[src/rtl/control_suma_pkg.sv]
// Shared types and 7-segment constants for the adder/display sequencing controller.
// Segment codes are active-low with bit order {g,f,e,d,c,b,a}.
package control_suma_pkg;

  typedef enum logic [1:0] {
    StIdle  = 2'd0,
    StLoadB = 2'd1,
    StCalc  = 2'd2,
    StShow  = 2'd3
  } state_e;

  localparam logic [6:0] SEG_BLANK = 7'b1111111;

  localparam logic [6:0] SEG_0 = 7'b1000000;
  localparam logic [6:0] SEG_1 = 7'b1111001;
  localparam logic [6:0] SEG_2 = 7'b0100100;
  localparam logic [6:0] SEG_3 = 7'b0110000;
  localparam logic [6:0] SEG_4 = 7'b0011001;
  localparam logic [6:0] SEG_5 = 7'b0010010;
  localparam logic [6:0] SEG_6 = 7'b0000010;
  localparam logic [6:0] SEG_7 = 7'b1111000;
  localparam logic [6:0] SEG_8 = 7'b0000000;
  localparam logic [6:0] SEG_9 = 7'b0010000;

  // Element i holds the code for digit i.
  localparam logic [9:0][6:0] SEG_LUT = {
    SEG_9, SEG_8, SEG_7, SEG_6, SEG_5, SEG_4, SEG_3, SEG_2, SEG_1, SEG_0
  };

endpackage

[src/rtl/decodificador_7seg.sv]
// BCD digit to active-low 7-segment code; codes above 9 are blanked.
module decodificador_7seg
  import control_suma_pkg::*;
(
  input  logic [3:0] bcd_i,
  output logic [6:0] seg_o
);

  always_comb begin
    seg_o = SEG_BLANK;
    if (bcd_i < 4'd10) begin
      seg_o = SEG_LUT[bcd_i];
    end
  end

endmodule

[src/rtl/control_suma_display.sv]
// Load A / load B / registered sum / show controller for the adder lab display.
// Build option ECHO_OPERAND_EN: echo the live switch value on the digits in IDLE and LOAD_B.
module control_suma_display
  import control_suma_pkg::*;
#(
  parameter int unsigned WIDTH = 4
) (
  input  logic             clk,
  input  logic             rst,
  input  logic [WIDTH-1:0] sw,
  input  logic             btn_load,
  input  logic             btn_clear,
  output logic [WIDTH:0]   S,
  output logic [6:0]       units_seg,
  output logic [6:0]       tens_seg,
  output logic [1:0]       state_o,
  output logic             valid
);

  // Button synchronizers and rising-edge detectors
  logic [1:0] load_sync_q, clear_sync_q;
  logic       load_prev_q, clear_prev_q;
  logic       load_p, clear_p;

  always_ff @(posedge clk) begin
    if (rst) begin
      load_sync_q  <= 2'b00;
      clear_sync_q <= 2'b00;
      load_prev_q  <= 1'b0;
      clear_prev_q <= 1'b0;
    end else begin
      load_sync_q  <= {load_sync_q[0], btn_load};
      clear_sync_q <= {clear_sync_q[0], btn_clear};
      load_prev_q  <= load_sync_q[1];
      clear_prev_q <= clear_sync_q[1];
    end
  end

  assign load_p  = load_sync_q[1] & ~load_prev_q;
  assign clear_p = clear_sync_q[1] & ~clear_prev_q;

  // Datapath and FSM registers
  state_e           state_q, state_d;
  logic [WIDTH-1:0] a_q, a_d;
  logic [WIDTH-1:0] b_q, b_d;
  logic [WIDTH:0]   s_q, s_d;
  logic             valid_q, valid_d;
  logic [6:0]       tens_seg_q, tens_seg_d;
  logic [6:0]       units_seg_q, units_seg_d;

  logic [WIDTH:0]   sum_w;
  logic [WIDTH:0]   bcd_val;
  logic [3:0]       tens_val, units_val;
  logic [6:0]       tens_dec, units_dec;
  logic [6:0]       idle_tens, idle_units;

  assign sum_w = {1'b0, a_q} + {1'b0, b_q};

`ifdef ECHO_OPERAND_EN
  logic [WIDTH-1:0] sw_q;

  always_ff @(posedge clk) begin
    if (rst) begin
      sw_q <= '0;
    end else begin
      sw_q <= sw;
    end
  end

  // The decoders are shared: CALC decodes the sum, every other state the live operand.
  always_comb begin
    bcd_val = sum_w;
    if (state_q != StCalc) begin
      bcd_val = {1'b0, sw_q};
    end
  end

  assign idle_tens  = tens_dec;
  assign idle_units = units_dec;
`else
  assign bcd_val    = sum_w;
  assign idle_tens  = SEG_BLANK;
  assign idle_units = SEG_BLANK;
`endif

  // Binary to tens/units split for values 0..30
  always_comb begin
    tens_val = 4'd0;
    if (bcd_val >= (WIDTH+1)'(30)) begin
      tens_val = 4'd3;
    end else if (bcd_val >= (WIDTH+1)'(20)) begin
      tens_val = 4'd2;
    end else if (bcd_val >= (WIDTH+1)'(10)) begin
      tens_val = 4'd1;
    end
    units_val = 4'(bcd_val - ((WIDTH+1)'(tens_val) * (WIDTH+1)'(10)));
  end

  decodificador_7seg u_dec_units (
    .bcd_i (units_val),
    .seg_o (units_dec)
  );

  decodificador_7seg u_dec_tens (
    .bcd_i (tens_val),
    .seg_o (tens_dec)
  );

  always_comb begin
    state_d     = state_q;
    a_d         = a_q;
    b_d         = b_q;
    s_d         = s_q;
    valid_d     = valid_q;
    tens_seg_d  = tens_seg_q;
    units_seg_d = units_seg_q;

    unique case (state_q)
      StIdle: begin
        tens_seg_d  = idle_tens;
        units_seg_d = idle_units;
        if (load_p) begin
          state_d = StLoadB;
          a_d     = sw;
        end
      end
      StLoadB: begin
        tens_seg_d  = idle_tens;
        units_seg_d = idle_units;
        if (load_p) begin
          state_d = StCalc;
          b_d     = sw;
        end
      end
      StCalc: begin
        state_d     = StShow;
        s_d         = sum_w;
        valid_d     = 1'b1;
        tens_seg_d  = tens_dec;
        units_seg_d = units_dec;
      end
      StShow: begin
        if (load_p) begin
          state_d     = StLoadB;
          a_d         = sw;
          valid_d     = 1'b0;
          tens_seg_d  = idle_tens;
          units_seg_d = idle_units;
        end
      end
      default: begin
        state_d = StIdle;
      end
    endcase

    // Clear overrides any simultaneous load.
    if (clear_p) begin
      state_d     = StIdle;
      a_d         = '0;
      b_d         = '0;
      s_d         = '0;
      valid_d     = 1'b0;
      tens_seg_d  = SEG_BLANK;
      units_seg_d = SEG_BLANK;
    end
  end

  always_ff @(posedge clk) begin
    if (rst) begin
      state_q     <= StIdle;
      a_q         <= '0;
      b_q         <= '0;
      s_q         <= '0;
      valid_q     <= 1'b0;
      tens_seg_q  <= SEG_BLANK;
      units_seg_q <= SEG_BLANK;
    end else begin
      state_q     <= state_d;
      a_q         <= a_d;
      b_q         <= b_d;
      s_q         <= s_d;
      valid_q     <= valid_d;
      tens_seg_q  <= tens_seg_d;
      units_seg_q <= units_seg_d;
    end
  end

  assign S         = s_q;
  assign valid     = valid_q;
  assign tens_seg  = tens_seg_q;
  assign units_seg = units_seg_q;
  assign state_o   = state_q;

endmodule

[config.mk]
export PLATFORM = sky130hd
export DESIGN_NAME = control_suma_display
export DESIGN_NICKNAME = d
export VERILOG_FILES = /design/src/rtl/control_suma_pkg.sv /design/src/rtl/decodificador_7seg.sv /design/src/rtl/control_suma_display.sv
export SDC_FILE = /design/constraint.sdc
export NUM_CORES = 1
export LEC_CHECK = 0
export ABC_AREA = 1
export BUFFER_PORTS_ARGS = -buffer_cell sky130_fd_sc_hd__buf_4
export CAP_MARGIN = 20
export CORE_ASPECT_RATIO = 1.2
export CORE_MARGIN = 1
export CORE_UTILIZATION = 25
export DETAILED_ROUTE_END_ITERATION = 12
export HOLD_SLACK_MARGIN = 0.05
export PLACE_DENSITY_LB_ADDON = 0.05
export SLEW_MARGIN = 30
export SYNTH_ARGS = -nofsm -noshare
export SYNTH_HDL_FRONTEND = slang
export SYNTH_HIERARCHICAL = 1
export SYNTH_SLANG_ARGS = --single-unit
[constraint.sdc]
create_clock -name clk -period 6.84 [get_ports clk]
set_input_delay 0.684 -clock clk [delete_from_list [all_inputs] [get_ports clk]]
set_output_delay 0.684 -clock clk [all_outputs]
set_load 0.1 [all_outputs]
Yosys cells after proc, flatten, opt, wreduce, memory -nomap -nowiden

Memory sizes are Yosys's and may differ from the RTL's.
Index checks and enable logic that the tools add are counted.

Bits in registers: 36
Memory bits (read-only): 224
Input bits: 8
Output and inout port bits: 22
Logic and storage cells: 57
Memories: 2

Add/sub/neg operators: 2
Multipliers: 1
Order comparisons: 7
Equal/unequal tests: 6
Mux-type cells: 15
Bitwise operators: 4
Reductions and logical operators: 9

Memory list:

| memory          | depth | bits a word | rd ports | clocked after memory_dff | write ports | RTL line                 | text |
|---|---|---|---|---|---|---|---|
| (no name shown) | 16    | 7           | 1        | 0                        | 0           | decodificador_7seg.sv:12 | `seg_o = SEG_LUT[bcd_i];` |
| (no name shown) | 16    | 7           | 1        | 0                        | 0           | decodificador_7seg.sv:12 |  |

Operators by type and width:

| cell                | number |
|---|---|
| $pmux 7 s3          | 2 |
| $mux 7              | 5 |
| $ge 5x5->1 const B  | 2 |
| $mux 2              | 4 |
| $reduce_and 2->1    | 4 |
| $pmux 2 s3          | 1 |
| $reduce_or 2->1     | 3 |
| $add 4x4->5         | 1 |
| $ge 5x4->1 const B  | 1 |
| $lt 2x5->1 const B  | 1 |
| $lt 4x5->1 const B  | 1 |
| $eq 2x2->1 const B  | 2 |
| $lt 2x4->1 const B  | 1 |
| $lt 4x4->1 const B  | 1 |
| $ne 2x2->1 const B  | 2 |
| $sub 4x4->4         | 1 |
| $mul 2x3->3 const B | 1 |
| $and 1x1->1         | 2 |
| $eq 2x1->1 const B  | 1 |
| $logic_not 2->1     | 1 |
| $mux 1              | 2 |
| $ne 2x1->1 const B  | 1 |
| $not 1->1           | 2 |
| $pmux 1 s2          | 1 |
| $reduce_bool 2->1   | 1 |

Depth between registers and ports, before layout

Gate-level depths: netlist of the first run.

Depth in word-level cells: 11
Depth in mapped cells: 21

Cells and area by module

Netlist of the first run, hierarchy kept.

Modules (own cells, without submodules):

| module               | times used | cells each | area each (sq um) |
|---|---|---|---|
| control_suma_display | 1          | 203        | 1645.3 |
| decodificador_7seg   | 2          | 35         | 187.7 |

Worst setup path after synthesis of the first run

OpenSTA, ideal clock, no wires.

Path kind: flip-flop to flip-flop
From: register a_q[0]
To: register units_seg_q[4], in the netlist units_seg[4]
Arrival time: 2.772 ns
Path slack: 3.945 ns
Cell stages (with the launch flop): 17
Path buffers: 0
Cell sequence: dfxtp_1 -> ha_1 -> fa_1 -> inv_1 -> nand2_1 -> nand2_2 -> nand3_1 -> nand2_1 -> nand2_2 -> o21ai_2 -> ha_1 -> inv_1 -> fa_1 -> o21ai_2 -> nand3_1 -> o21ai_1 -> nand3_1

Longest elaborated chain between the ends: 11
Elaborated cells between the ends (all ways): 14
Classes of those cells: 2 x add/sub; 1 x mul; 4 x order compare; 6 x mux; 1 x memory

RTL lines:

| what                         | RTL line                    | text |
|---|---|---|
| start: declaration           | control_suma_display.sv:44  | `logic [WIDTH-1:0] a_q, a_d;` |
| start signal: assignment     | control_suma_display.sv:171 | `a_q <= '0;` |
| start signal: assignment     | control_suma_display.sv:179 | `a_q <= a_d;` |
| $add 4x4->5 *                | control_suma_display.sv:57  | `assign sum_w = {1'b0, a_q} + {1'b0, b_q};` |
| named net bcd_val[2]         | control_suma_display.sv:52  | `logic [WIDTH:0] bcd_val;` |
| $ge 5x4->1                   | control_suma_display.sv:93  | `end else if (bcd_val >= (WIDTH+1)'(10)) begin` |
| $mux 1                       | control_suma_display.sv:93  |  |
| $mux 2                       | control_suma_display.sv:91  | `end else if (bcd_val >= (WIDTH+1)'(20)) begin` |
| $mux 2 *                     | control_suma_display.sv:89  | `if (bcd_val >= (WIDTH+1)'(30)) begin` |
| named net tens_val[0]        | control_suma_display.sv:53  | `logic [3:0] tens_val, units_val;` |
| $mul 2x3->3 *                | control_suma_display.sv:96  | `units_val = 4'(bcd_val - ((WIDTH+1)'(tens_val) * (WIDTH+1)'(10)));` |
| $sub 4x4->4 *                | control_suma_display.sv:96  |  |
| named net units_val[2]       | control_suma_display.sv:53  |  |
| $mem_v2 16x7                 | --                          |  |
| $mux 7 (not written as such) | decodificador_7seg.sv:12    |  |
| $mux 7 *                     | decodificador_7seg.sv:11    | `if (bcd_i < 4'd10) begin` |
| named net units_dec[4]       | control_suma_display.sv:54  | `logic [6:0] tens_dec, units_dec;` |
| $pmux 7 s3 *                 | control_suma_display.sv:118 | `unique case (state_q)` |
| end signal: assignment       | control_suma_display.sv:184 | `units_seg_q <= units_seg_d;` |
| end: declaration             | control_suma_display.sv:49  | `logic [6:0] units_seg_q, units_seg_d;` |

The timed path passes the listed nets; every way through them passes the cells marked *. The select of a mux whose other input is x is not followed.
A chain may end at the register's enable or synchronous reset.

Final worst setup path of the first run

From: register a_q[0]
To: register units_seg_q[0], in the netlist units_seg[0]

The elaborated chain is that of the path after synthesis.

==> results of run 1 <==
## worst paths after layout
check | endpoint | slack [ns] | cells past startpoint | startpoint
setup / recovery | units_seg[0] | 3.63 | 16 | a_q[0]
hold reg to reg | clear_sync_q[1] | 0.41 | 2 | clear_sync_q[0]
setup reg to reg | units_seg[0] | 3.63 | 16 | a_q[0]
hold / removal | clear_sync_q[1] | 0.41 | 2 | clear_sync_q[0]
## per-stage QoR
stage	instances	area, um2	hold slack, ns
2_1_floorplan	281	2051	0.3883
3_3_place_gp	396	2341	0.3911
3_5_place_dp	396	2341	0.3949
4_1_cts	404	2434	0.4087
5_1_grt	404	2434	0.4283
6_report	404	2434	0.4055
## power by group
group          leakage, nW  internal [mW]  switching (mW)
Clock               0.0404         0.0722          0.0881
Sequential           0.294          0.239          0.0183
Combinational        0.791         0.0835           0.292
Total                 1.12          0.395           0.399
## area by class of cell
type                       instances  area share, %
tap                               92          4.730
sequential                        36          29.61
clock buffer                       5          2.828
multi-input combinational        198          46.32
timing repair buffer              29          8.946
clock inverter                     3         0.9769
inverter                          41          6.581
## synth_stat cells, types with 2 or more instances
master and instances:
nand2_1 73, inv_1 31, buf_6 2, a21oi_2 4
a21oi_1 11, o21ai_2 3, fa_1 2, nor2_1 12
ha_1 18, inv_2 8, buf_2 4, o21ai_1 10
a211oi_1 2, o21ai_0 6, nand2_2 5, dfxtp_1 36
nand3_1 36
## metal layers
metal,part of all wire [%],GRT usage [%]
met1,46,13.64
met2,48,21.69
met3,4.0,2.621
met4,1.6,4.377
met5,0,0
## critical path, stage by stage, from the launching register on
cell	delay, ns
dfxtp_1	0.32
ha_1	0.21
fa_1	0.41
inv_1	0.07
nand2_1	0.05
nand2_2	0.12
nand3_1	0.08
nand2_1	0.08
nand2_2	0.06
o21ai_2	0.22
ha_1	0.19
inv_1	0.04
fa_1	0.56
o21ai_2	0.32
nand2_1	0.08
o21ai_0	0.19
nand3_1	0.09
## state kept, by name (all words and copies together), names as in the netlist, 2 cells and up
name,flops
clear_sync_q,2
load_sync_q,2
b_q,4
units_seg,7
a_q,4
tens_seg,7
state_o,2
S,5
## cells by family (layout without fill, tap and decap cells)
logic type / count (synthesis) / in the layout / share of synthesized area [%]
other: 1 / 9 / 0.1856
adders and majority gates: 20 / 20 / 13.13
AOI/OAI and AO/OA: 37 / 37 / 11.39
buffers and inverters: 47 / 78 / 10.03
and+or+nand+nor: 132 / 132 / 29.60
DFF: 36 / 36 / 35.67
## layout by cell type (no fill, tap or decap), drive strengths merged
| cell type | synthesis | layout |
|---|---|---|
| o21bai | 1 | 1 |
| dfxtp | 36 | 36 |
| a21oi | 15 | 15 |
| nand4 | 1 | 1 |
| clkinv | 2 | 3 |
| ha | 18 | 18 |
| buf | 6 | 29 |
| conb | 1 | 9 |
| a211oi | 2 | 2 |
| nand3 | 37 | 37 |
| fa | 2 | 2 |
| inv | 39 | 39 |
| nor2 | 14 | 14 |
| nand2 | 79 | 79 |
| clkinvlp | 0 | 2 |
| and2 | 1 | 1 |
| clkbuf | 0 | 5 |
| o21ai | 19 | 19 |
==> impl_results.md, run 1 <==
* Status: finished, violations left
* Violated checks: design-rule violations
* Synth Cell Area at 0.002021 mm2
* Max cap viols at 0
* Synthesis-stage register bit count at 36
* Vias per cell at 4.255
* Asr flop ratio synth at 0%
* Layout cells sized above 1 at 20.83%
* Die width at 84.07 um
* Synth Flop Type: dfxtp_1
* Post-synth EDFFs at 0
* DP Worst Slack at 3.615 ns
* FF/Latch Area at 720.7 um2
* Total Routing Usage GR at 11.90%
* PwrDens at 326.2 mW/mm2
* Layout Nets at 339
* Seq/Total Area, Yosys at 35.67%
* Synth warn at 6
* Reg clk slew, reported paths at 0.09 ns
* Hold Path Class: flop to flop
* Post-DP HPWL at 3.402 mm
* Hold Buf Count CTS at 0
* Ant. Diodes at 0
* Synthesized area per cell at 7.402 um2
* Max Fclk at 311.4 MHz
* CP endpoint kind: flop
* Number of remaining DRC errors at 2
* Initial antenna violation count at 0
* Die H at 100.5 um
* Postcts setup bufs at 0
* Clock latency at the later pin of the worst-skew pair at 0.30 ns
* Worst Path Required at 7.02 ns
* First-pass GRT wire length at 8.038 mm
* Initial core utilization at 26.07%
* Leak at 1.125 nW
* Number of I/O port buffers at 29
* Setup CP Type: flop to flop
* Num ports at 30
* FP Rows at 35
* GPL Wtd Cong at 0.7271
* Arrival time at the worst endpoint at 3.40 ns
* Core Util, Final at 31.40%
* Vias in the first global route at 1714
* TNS Setup at 0 ns
* Final ANT Viol Nets at 0
* Area Overhead vs Synth at 20.43%
* Worst clock skew at 0.01025 ns
* Post-synth top area share at 35.67%
* DR iter-0 viols at 32
* RSZ-0062 raised after global routing: false
* CTS tree: done
* Final critical-path required period at 3.212 ns
* Top post-synthesis cells by area: dfxtp_1, nand2_1, ha_1
* Area of the multi-input gates at 0.001127 mm2
* Yosys top cell by area: dfxtp_1
* H-tree Lvls at 2
* Library cells used by synthesis at 27
* Slew Viols, Final at 0
* Post-DR wirelength/cell at 10.91 um
* Largest net degree at the start of global routing at 18
* CTS sink cnt at 36
* Die ar. at 0.008448 mm2
* Crit share post-route at 46.95%
* Initial DRT Pass Iterations at 8
* Final Total Pwr at 0.7939 mW
* Vias at 1719
* Total routed wirelength at 4.409 mm
* Endpoints failing setup at 0
* Cells after synthesis at 273
* Post-route setup slack at 3.628 ns
* Setup crit start kind: flop
* PostCTS Resize Cnt at 0
* Core area at 0.007751 mm2
* Peak supply drop at 0.1760 mV
* Clock root cell: clkbuf_8
* Overflow after GRT at 0
* Clock Tree Buf Depth at 2
* Clock buffer count from CTS at 5
* CP max FO at 7
* Final hold violation count at 0
* Layout fillers at 856
(Power assumes the default switching activity.)
==> run 2, diff against run 1 <==
ABC_AREA = 0   (was 1)
clock period = 2.7 ns   (was 6.84 ns; I/O delays follow)
==> run 2 against run 1 <==
The flow finishes with violations (negative setup slack). Clock skew about the same. Combinational power increased to 2.7 times the previous value. Non-clock buffer count increased by 28. Largest cell class unchanged. Highest routed layer unchanged.
==> impl_results.md, run 2 <==
* Status: finished, violations left
* Violated checks: negative setup slack
* Logic pwr share at 47.1%
* PwrDens at 771.4 mW/mm2
* FF-to-FF Start: a_q[0]
* Max Fclk at 321.7 MHz
* Library cells used by synthesis at 35
* Seq/Total Area, Yosys at 34.97%
* Synth warn at 6
* Total Routing Usage GR at 11.66%
* Clock Tree Buf Depth at 2
* Peak supply drop at 0.7163 mV
* Met3 Use GR at 2.771%
* Vias in the first global route at 1723
* Sw frac at 44.86%
* Hold-critical path depth at 2
* H-tree Lvls at 2
* DR iter-0 viols at 26
* GPL Wtd Cong at 0.7652
* Max cap viols at 0
* M2 GR Usage at 21.76%
* Setup CP Type: flop to flop
* Clock share of power at 22.7%
* Die ar. at 0.008612 mm2
* Area Overhead vs Synth at 34.18%
* Routing usage on met1 at 13.17%
* Vias per cell at 4.360
* Top post-synthesis cells by area: dfxtp_1, ha_1, nor3b_2
* Synthesis-stage register bit count at 36
* Layout Nets at 332
* Relative slew slack at 51.36%
* Post-synth EDFFs at 0
* Post-DR wirelength/cell at 11.59 um
* Die H at 101.5 um
* Yosys top cell by area: dfxtp_1
* RSZ-0062 raised after global routing: true
* CP endpoint kind: flop
* Crit-path cells: ha_4 > fa_2 > xnor2_4 > o21ai_2 > buf_4 > mux2i_2 > ha_2 > inv_2 > fa_2 > xnor2_4 > or2_1 > a21oi_2 > a31oi_1 > nor3b_1 > o21ai_1
* Final Total Pwr at 2.133 mW
* Leak at 1.168 nW
* DP Area at 0.002585 mm2
* Number of I/O port buffers at 29
* CTS sink cnt at 36
* WHS at 0.1870 ns
* P_sw at 0.9569 mW
* Total routed wirelength at 4.600 mm
* Synth Cell Area at 0.002061 mm2
* Die width at 84.88 um
* Post-DP HPWL at 3.571 mm
* Clock latency at the later pin of the worst-skew pair at 0.29 ns
* Reg power frac at 30.3%
* Initial core utilization at 26.29%
* Layout cells sized above 1 at 33.11%
* Synth Flop Type: dfxtp_1
* Reg clk slew, reported paths at 0.08 ns
* CP max FO at 6
* Final ANT Viol Nets at 0
* Initial antenna violation count at 0
* Final std cell area, no fill at 0.002765 mm2
* Ant. Diodes at 0
* Num ports at 30
* FF-to-FF End: units_seg[3]
* FF-to-FF setup slack at -0.41 ns
* Non-filler cells, final at 397
* Crit-path slowest cell: fa_2
* Setup crit start kind: flop
* Post-route setup slack at -0.4089 ns
* Crit path from: a_q[0]
* Cells after synthesis at 243
* Inst Count DP at 388
* CTS tree: done
* Synthesized area per cell at 8.480 um2
* FP Rows at 35
* Arrival time at the worst endpoint at 3.29 ns
* Hold Path Class: primary input to flop
* Highest-count cells in the layout ignoring fill and taps: buf_4, dfxtp_1, nor2_1
* Clock buffer count from CTS at 5
* Most common cell after layout, fill and taps aside: buf_4
* R2r worst-path depth at 15
* CP endpoint: units_seg[3]
* First-pass GRT wire length at 7.928 mm
* Slew Viols, Final at 0
* Pint at 1.176 mW
* Top-count cell post-synth: dfxtp_1
* Most frequent cells after synthesis: dfxtp_1, nor2_1, a21oi_1, ha_1, inv_1
* Final hold violation count at 0
* Post-synth top area share at 34.97%
* Vias at 1731
* Number of remaining DRC errors at 0
* Hold Startpoint: btn_clear
* Initial DRT Pass Iterations at 5
* Final critical-path required period at 3.109 ns
* Worst path depth at 15
* Worst stage delay on the critical path at 0.42 ns
* CP bufs+invs at 2
* Worst clock skew at 0.01070 ns
* Largest net degree at the start of global routing at 20
* Worst Path Required at 2.88 ns
* Worst-Margin Slew at 0.7296 ns
* GR peak layer: met2
* Asr flop ratio synth at 0%
* Endpoints failing setup at 7
* Overflow after GRT at 0
* Core area at 0.007839 mm2
* CP delay by family, top: adder cells
* Crit share post-route at 115.1%
* Clock root cell: clkbuf_8
-- run 2: cell type report --
type | instances | area, um2
Clock buffer | 5 | 68.82
Fill cell | 853 | 5074
Multi-Input combinational cell | 186 | 1320
Clock inverter | 3 | 42.54
Timing Repair Buffer | 57 | 427.9
Inverter | 18 | 67.56
Tap cell | 92 | 115.1
Sequential cell | 36 | 723.2
-- run 2: power groups by stage --
| stage | logic, mW | clock network, mW | registers (mW) |
|---|---|---|---|
| floorplan | 0.376 | 0 | 1.06 |
| global placement | 1.01 | 0 | 0.661 |
| detailed placement | 1.01 | 0 | 0.659 |
| CTS | 1.01 | 0.510 | 0.648 |
| global route | 1.08 | 0.528 | 0.657 |
| finish | 1.00 | 0.484 | 0.646 |
-- run 2: worst min path at each step --
stage	endpoint
after floorplan	clear_prev_q
after global placement	clear_sync_q[1]
after detailed placement	clear_sync_q[1]
after CTS	clear_sync_q[0]
after global routing	load_sync_q[0]
final	clear_sync_q[0]
-- run 2: cells by family after synthesis --
kind of cell / after synthesis / share of synthesized area (%)
mux: 3 / 1.457
simple gates: 91 / 24.83
buf+inv: 28 / 6.739
xor+xnor: 4 / 2.065
flops: 36 / 34.97
other cells: 1 / 0.1820
compound gates: 60 / 16.88
fa+ha+maj: 20 / 12.87
-- run 2: per-layer routing --
metal	share of wire (%)	wire length [um]	vias up
met2	50	2282	26
li1	-	-	927
met5	0	0	-
met4	1.0	47	0
met3	3.5	163	5
met1	46	2106	773
-- run 2: metrics by stage --
stage	util (%)	setup TNS, ns	setup slack (ns)
2_1_floorplan	-	-2.513	-0.4775
5_1_grt	35.28	-3.841	-0.5944
4_1_cts	34.40	-2.612	-0.4248
3_5_place_dp	32.98	-2.842	-0.4690
6_report	35.28	-2.458	-0.4089
3_3_place_gp	32.98	-2.523	-0.4271
-- run 2: what timing repair did --
item	in CTS	in global routing
gates resized for setup	2	14
setup buffers	0	3
endpoints found under the setup margin	7	11
hold buffers	0	0
pin swaps	8	15
